$ cat src/rtl/fetch_pkg.sv
// Shared types and constants for the instruction fetch unit.
package fetch_pkg;

    localparam int unsigned ADDR_W = 32;
    localparam int unsigned DATA_W = 32;
    localparam int unsigned JIDX_W = 26;
    localparam int unsigned JHI_W  = 4;

    localparam logic [ADDR_W-1:0] RESET_PC_DEFAULT = 32'h0000_0000;

    typedef enum logic [1:0] {
        ST_FETCH = 2'd0,
        ST_HOLD  = 2'd1,
        ST_DRAIN = 2'd2
    } fetch_state_e;

    // Force an address onto a word boundary.
    function automatic logic [ADDR_W-1:0] word_align(input logic [ADDR_W-1:0] addr);
        return addr & ~ADDR_W'(3);
    endfunction

endpackage

$ cat src/rtl/fetch_pcmux.sv
// Next-pc selection: flush, then jump, then taken branch, then sequential.
module fetch_pcmux
    import fetch_pkg::*;
(
    input  logic              i_flush,
    input  logic [ADDR_W-1:0] i_flush_pc,
    input  logic              i_consume,
    input  logic              i_jump,
    input  logic              i_pcsrc,
    input  logic [ADDR_W-1:0] i_pcbranch,
    input  logic [ADDR_W-1:0] i_pcplus4,
    input  logic [JHI_W-1:0]  i_pc_hi,
    input  logic [JIDX_W-1:0] i_jidx,
    input  logic [ADDR_W-1:0] i_pc,
    output logic [ADDR_W-1:0] o_pc_next
);

    always_comb begin
        o_pc_next = i_pc;
        if (i_flush) begin
            o_pc_next = word_align(i_flush_pc);
        end else if (i_consume) begin
            if (i_jump) begin
                o_pc_next = {i_pc_hi, i_jidx, 2'b00};
            end else if (i_pcsrc) begin
                o_pc_next = word_align(i_pcbranch);
            end else begin
                o_pc_next = i_pcplus4;
            end
        end
    end

endmodule

$ cat src/rtl/fetch_unit.sv
// Single-outstanding instruction fetch: request, hold for the decoder, redirect on
// consume or flush, and drain a response that was in flight when a flush hit.
module fetch_unit
    import fetch_pkg::*;
#(
    parameter logic [ADDR_W-1:0] RESET_PC = RESET_PC_DEFAULT
) (
    input  logic              clk,
    input  logic              reset_n,
    output logic              imem_req,
    output logic [ADDR_W-1:0] imem_addr,
    input  logic              imem_ready,
    input  logic [DATA_W-1:0] imem_rdata,
    output logic [DATA_W-1:0] instr,
    output logic [ADDR_W-1:0] pcplus4,
    output logic              instr_valid,
    input  logic              stall,
    input  logic              pcsrc,
    input  logic              jump,
    input  logic [ADDR_W-1:0] pcbranch,
    input  logic              flush,
    input  logic [ADDR_W-1:0] flush_pc,
    output logic [31:0]       retired
);

    fetch_state_e      r_state;
    fetch_state_e      w_next_state;
    logic [ADDR_W-1:0] r_pc;
    logic [ADDR_W-1:0] r_addr;
    logic              r_imem_req;
    logic [DATA_W-1:0] r_instr;
    logic [ADDR_W-1:0] r_pcplus4;
    logic              r_instr_valid;
    logic [31:0]       r_retired;

    logic              w_ready;
    logic              w_consume;
    logic              w_latch;
    logic [ADDR_W-1:0] w_pc_next;
    logic [ADDR_W-1:0] w_addr_next;

    // imem_ready only counts while a request is actually presented.
    assign w_ready = r_imem_req & imem_ready;

    always_comb begin
        w_next_state = r_state;
        w_consume    = 1'b0;
        w_latch      = 1'b0;
        case (r_state)
            ST_FETCH: begin
                if (flush) begin
                    w_next_state = w_ready ? ST_FETCH : ST_DRAIN;
                end else if (w_ready) begin
                    w_next_state = ST_HOLD;
                    w_latch      = 1'b1;
                end
            end
            ST_HOLD: begin
                if (flush) begin
                    w_next_state = ST_FETCH;
                end else if (r_instr_valid && !stall) begin
                    w_consume    = 1'b1;
                    w_next_state = ST_FETCH;
                end
            end
            ST_DRAIN: begin
                if (!flush && w_ready) begin
                    w_next_state = ST_FETCH;
                end
            end
            default: w_next_state = ST_FETCH;
        endcase
    end

    fetch_pcmux u_pcmux (
        .i_flush    (flush),
        .i_flush_pc (flush_pc),
        .i_consume  (w_consume),
        .i_jump     (jump),
        .i_pcsrc    (pcsrc),
        .i_pcbranch (pcbranch),
        .i_pcplus4  (r_pcplus4),
        .i_pc_hi    (r_pcplus4[ADDR_W-1 -: JHI_W]),
        .i_jidx     (r_instr[JIDX_W-1:0]),
        .i_pc       (r_pc),
        .o_pc_next  (w_pc_next)
    );

    // DRAIN keeps presenting the abandoned address until the memory answers it.
    assign w_addr_next = (w_next_state == ST_FETCH) ? w_pc_next : r_addr;

    always_ff @(posedge clk or negedge reset_n) begin
        if (!reset_n) begin
            r_state       <= ST_FETCH;
            r_pc          <= RESET_PC;
            r_addr        <= RESET_PC;
            r_imem_req    <= 1'b0;
            r_instr       <= '0;
            r_pcplus4     <= '0;
            r_instr_valid <= 1'b0;
            r_retired     <= '0;
        end else begin
            r_state       <= w_next_state;
            r_pc          <= w_pc_next;
            r_addr        <= w_addr_next;
            r_imem_req    <= (w_next_state != ST_HOLD);
            r_instr_valid <= (w_next_state == ST_HOLD);
            if (w_latch) begin
                r_instr   <= imem_rdata;
                r_pcplus4 <= r_pc + ADDR_W'(4);
            end
            if (w_consume) begin
                r_retired <= r_retired + 32'd1;
            end
        end
    end

    assign imem_req    = r_imem_req;
    assign imem_addr   = r_addr;
    assign instr       = r_instr;
    assign pcplus4     = r_pcplus4;
    assign instr_valid = r_instr_valid;
    assign retired     = r_retired;

endmodule
$ cat config.mk
export PLATFORM = sky130hd
export DESIGN_NAME = fetch_unit
export DESIGN_NICKNAME = d
export VERILOG_FILES = /design/src/rtl/fetch_pkg.sv /design/src/rtl/fetch_pcmux.sv /design/src/rtl/fetch_unit.sv
export SDC_FILE = /design/constraint.sdc
export NUM_CORES = 1
export LEC_CHECK = 0
export BUFFER_PORTS_ARGS = -buffer_cell sky130_fd_sc_hd__buf_2
export CORE_AREA = 2 2 127 129
export CTS_CLUSTER_DIAMETER = 200
export DETAILED_ROUTE_END_ITERATION = 12
export DIE_AREA = 0 0 129 131
export GPL_TIMING_DRIVEN = 0
export HOLD_SLACK_MARGIN = 0.03
export PLACE_DENSITY_LB_ADDON = 0.1
export SETUP_SLACK_MARGIN = 0.1
export SLEW_MARGIN = 20
export SYNTH_ARGS = -nofsm -noshare
export SYNTH_HDL_FRONTEND = slang
export SYNTH_SLANG_ARGS = --single-unit
$ cat constraint.sdc
create_clock -name clk -period 2.3 [get_ports clk]
set_input_delay 0 -clock clk [delete_from_list [all_inputs] [get_ports clk]]
set_output_delay 0 -clock clk [all_outputs]
set_load 0.005 [all_outputs]
==> flow_metrics.py <==
metrics = {
    "place": {
        "place_congestion": 0.878,
        "dpl.hpwl_um": 16800,
        "io_buffers": 225,
        "placed_area_mm2": 0.00941,
    },
    "setup_path": {
        "cp.required_ns": 2.60,
        "crit_top_cell": "buf_4",
        "arrival_ns": 2.48,
        "cp-endpoint": "imem_addr[3]$_DFFE_PN0N_",
        "cp-end-kind": "flop",
        "worstSetupStartpointType": "flop",
        "cpPeakStageDelay_ns": 0.53,
        "setup.worst_path.class": "flop to flop",
        "cp_num_buf_inv": 4,
        "r2r_cells": 7,
        "path_depth": 7,
        "slowest_stage": "or4_1",
        "r2r_slack_ns": 0.13,
        "timing.rr.end": "imem_addr[3]$_DFFE_PN0N_",
        "cpLargestDelayFamily": "buffers and inverters",
        "cp_max_fo": 10,
        "crit_start": "r_state[0]$_DFF_PN0_",
        "cp_cell_sequence": "clkbuf_2, clkinvlp_4, or4_1, nand4_1, buf_4, buf_4, mux2_2",
        "timing.rr.start": "r_state[0]$_DFF_PN0_",
    },
    "clock_network": {
        "h-tree-depth": 4,
        "cts_tree": "yes",
        "clk_path_buf_depth": 2,
        "numCtsBuffers": 17,
        "clock_latency_ns": 0.43,
        "clock-sinks": 164,
        "root_buffer": "clkbuf_16",
        "path_clk_slew_ns": 0.07,
    },
    "layout": {
        "diodes": 0,
        "fillers": 1259,
        "layout_common_cells": "buf_2, nand2_1, dfrtp_1",
        "fin_util_pct": 69.9,
        "mostFrequentLayoutCell": "buf_2",
        "syn_to_final_growth_pct": 36.7,
        "design_area_mm2": 0.0109,
        "final_layout_size_suffix_gt1_share_pct": 29.6,
        "final_nets": 1238,
    },
    "detailed_routing": {
        "drtAntennaViolNets": 0,
        "drtIter0Drc": 554,
        "drt-met1-wl_um": 10700,
        "routed-wl-met2_um": 11600,
        "vias_per_cell": 5.51,
        "wl_um": 24400,
        "vias": 7500,
        "highest_layer": "met4",
        "dr.pass1.iters": 5,
        "route.detailed.drc": 0,
        "wl_per_cell_um": 17.9,
        "wl_met3_um": 1570,
    },
    "logic_synthesis": {
        "synth_top_area_cell": "dfrtp_1",
        "synth_area_leaders": "dfrtp_1, nand2_1, mux2_2, a221o_1, mux2i_1",
        "yosysUniqueCellTypes": 39,
        "syn-num-nets": 911,
        "yosysWarningCount": 0,
        "synth_flop_cell": "dfrtp_1",
        "synthCells": 806,
        "async_reset_ff_share_pct": 100,
        "synth_seq_area_share_pct": 51.5,
        "synth_top_area_share_pct": 51.5,
        "synth-edff-count": 0,
        "avgSynthCellArea_um2": 9.89,
        "synth_seq_cells": 164,
        "syn_area_mm2": 0.00797,
    },
    "sta": {
        "fmax_mhz": 460,
        "post-route-min-period_ns": 2.17,
        "drv_slew": 0,
        "maxSlewHeadroom_pct": 61.2,
        "setup_tns_ns": 0,
        "skew_ns": 0.0115,
        "rsz0062_at_grt": "yes",
        "finalSetupViolations": 0,
        "post-route-period-util_pct": 94.5,
        "hold_viol": 0,
        "tightest_slew_ns": 0.568,
    },
    "flow_run": {
        "cap_violations": 0,
    },
    "die": {
        "rows": 46,
        "ios": 233,
        "dieArea_mm2": 0.0169,
        "start_util_pct": 51.1,
        "die_h_um": 131,
        "core_area_mm2": 0.0156,
        "dieWidth_um": 129,
    },
    "global_route": {
        "antenna_found_initial": 0,
        "grt_max_degree": 98,
        "grt_overflow": 0,
        "grt_pass1_wl_um": 37700,
        "grt_usage_pct": 28.9,
        "grt_pass1_vias": 7231,
    },
    "pwr": {
        "ir_drop_uv": 691,
        "powerDensity_mw_per_mm2": 885,
        "power.total_w": 0.00964,
        "power.leakage_nw": 5.32,
    },
    "min_path": {
        "holdCritPathClass": "primary input to flop",
    },
    "outcome": {
        "status": "finished, final reports clean",
    },
}
## area by class of cell
class                   instances  area, um2  share of cell area, %
flip-flops and latches        164       4110                   37.7
repair buffers                308       1960                   18.0
plain buffers                  59        272                   2.49
clock inverters                12        176                   1.62
inverters                      11       45.0                  0.413
well taps                     216        270                   2.48
clock buffers                  20        467                   4.28
multi-input cells             572       3600                   33.1
## worst reg2reg max path, stage by stage, from the launching register on
cell and delay, ns:
dfrtp_1 0.33, clkbuf_2 0.19, clkinvlp_4 0.14, or4_1 0.53, nand4_1 0.11, buf_4 0.16
buf_4 0.23, mux2_2 0.37
## cells in the mapped netlist, drive strengths merged, types with 3 or more instances
master / count
and3: 4
nand4: 16
a31oi: 12
and4: 9
o21ai: 48
inv: 11
o31ai: 6
buf: 20
dfrtp: 164
a21oi: 32
nor3: 15
nor4: 15
clkbuf: 39
or3: 6
a221o: 30
mux2i: 26
or4: 8
mux2: 37
nand2: 167
xor2: 26
nand2b: 28
nor2: 22
a211oi: 3
nand3: 23
xnor2: 19
## per-stage QoR
stage	setup WS (ns)	instances	hold slack [ns]
after global placement	-1.36	1247	0.189
after CTS	0.0972	1354	0.0333
after detailed placement	-0.131	1248	-0.0127
final	0.127	1362	0.0402
after global routing	0.0708	1362	0.0747
after floorplan	0.352	806	-0.296
## layer usage
| layer | GRT usage (%) | vias up |
|---|---|---|
| met5 | 0 | - |
| met2 | 47.0 | 306 |
| met4 | 9.85 | 0 |
| met1 | 39.0 | 3649 |
| li1 | - | 3512 |
| met3 | 6.15 | 33 |
## worst min path at each step
| stage | startpoint | endpoint | slack, ns | depth (start not counted) |
|---|---|---|---|---|
| floorplan | reset_n | imem_addr[0]$_DFFE_PN0N_ | -0.30 | 0 |
| global placement | imem_rdata[16] | instr[16]$_DFFE_PN0P_ | 0.19 | 3 |
| detailed placement | reset_n | retired[18]$_DFFE_PN0N_ | -0.01 | 1 |
| CTS | pcbranch[13] | r_pc[13]$_DFF_PN0_ | 0.03 | 4 |
| global route | pcbranch[3] | r_pc[3]$_DFF_PN0_ | 0.07 | 4 |
| finish | pcbranch[25] | r_pc[25]$_DFF_PN0_ | 0.04 | 4 |
## where the power goes
part	total (W)	leakage [nW]	internal [W]	switching [W]
Sequential	0.00415	2.05	0.00359	0.000563
Clock	0.00309	0.312	0.00191	0.00118
Combinational	0.00240	2.96	0.00121	0.00119
## flip-flops by register name, summed over array words and instances (netlist names)
| signal | cells |
|---|---|
| instr_valid | 1 |
| r_state | 2 |
| r_pc | 32 |
| instr | 32 |
| imem_req | 1 |
| retired | 32 |
| pcplus4 | 32 |
| imem_addr | 32 |
## cells by family (layout without fill, tap and decap cells)
family,count (synthesis),in the layout,share of synthesized area (%)
muxes,63,63,8.49
and+or+nand+nor,322,322,19.7
DFF,164,164,51.5
buffers and inverters,70,410,3.58
AOI/OAI and AO/OA,140,140,11.5
adders and majority gates,2,2,0.314
xor gates and xnor gates,45,45,4.94
## timing repair
action / 4_1_cts / 5_1_grt
pin swaps: 1 / 2
cloned: 0 / 0
hold buffers: 71 / 0
buffers inserted: 3 / 8
endpoints found under the hold margin: 163 / 0
setup endpoints to repair: 71 / 77
gates resized for setup: 8 / 19
Note: power is estimated with default switching activity, not from simulation.
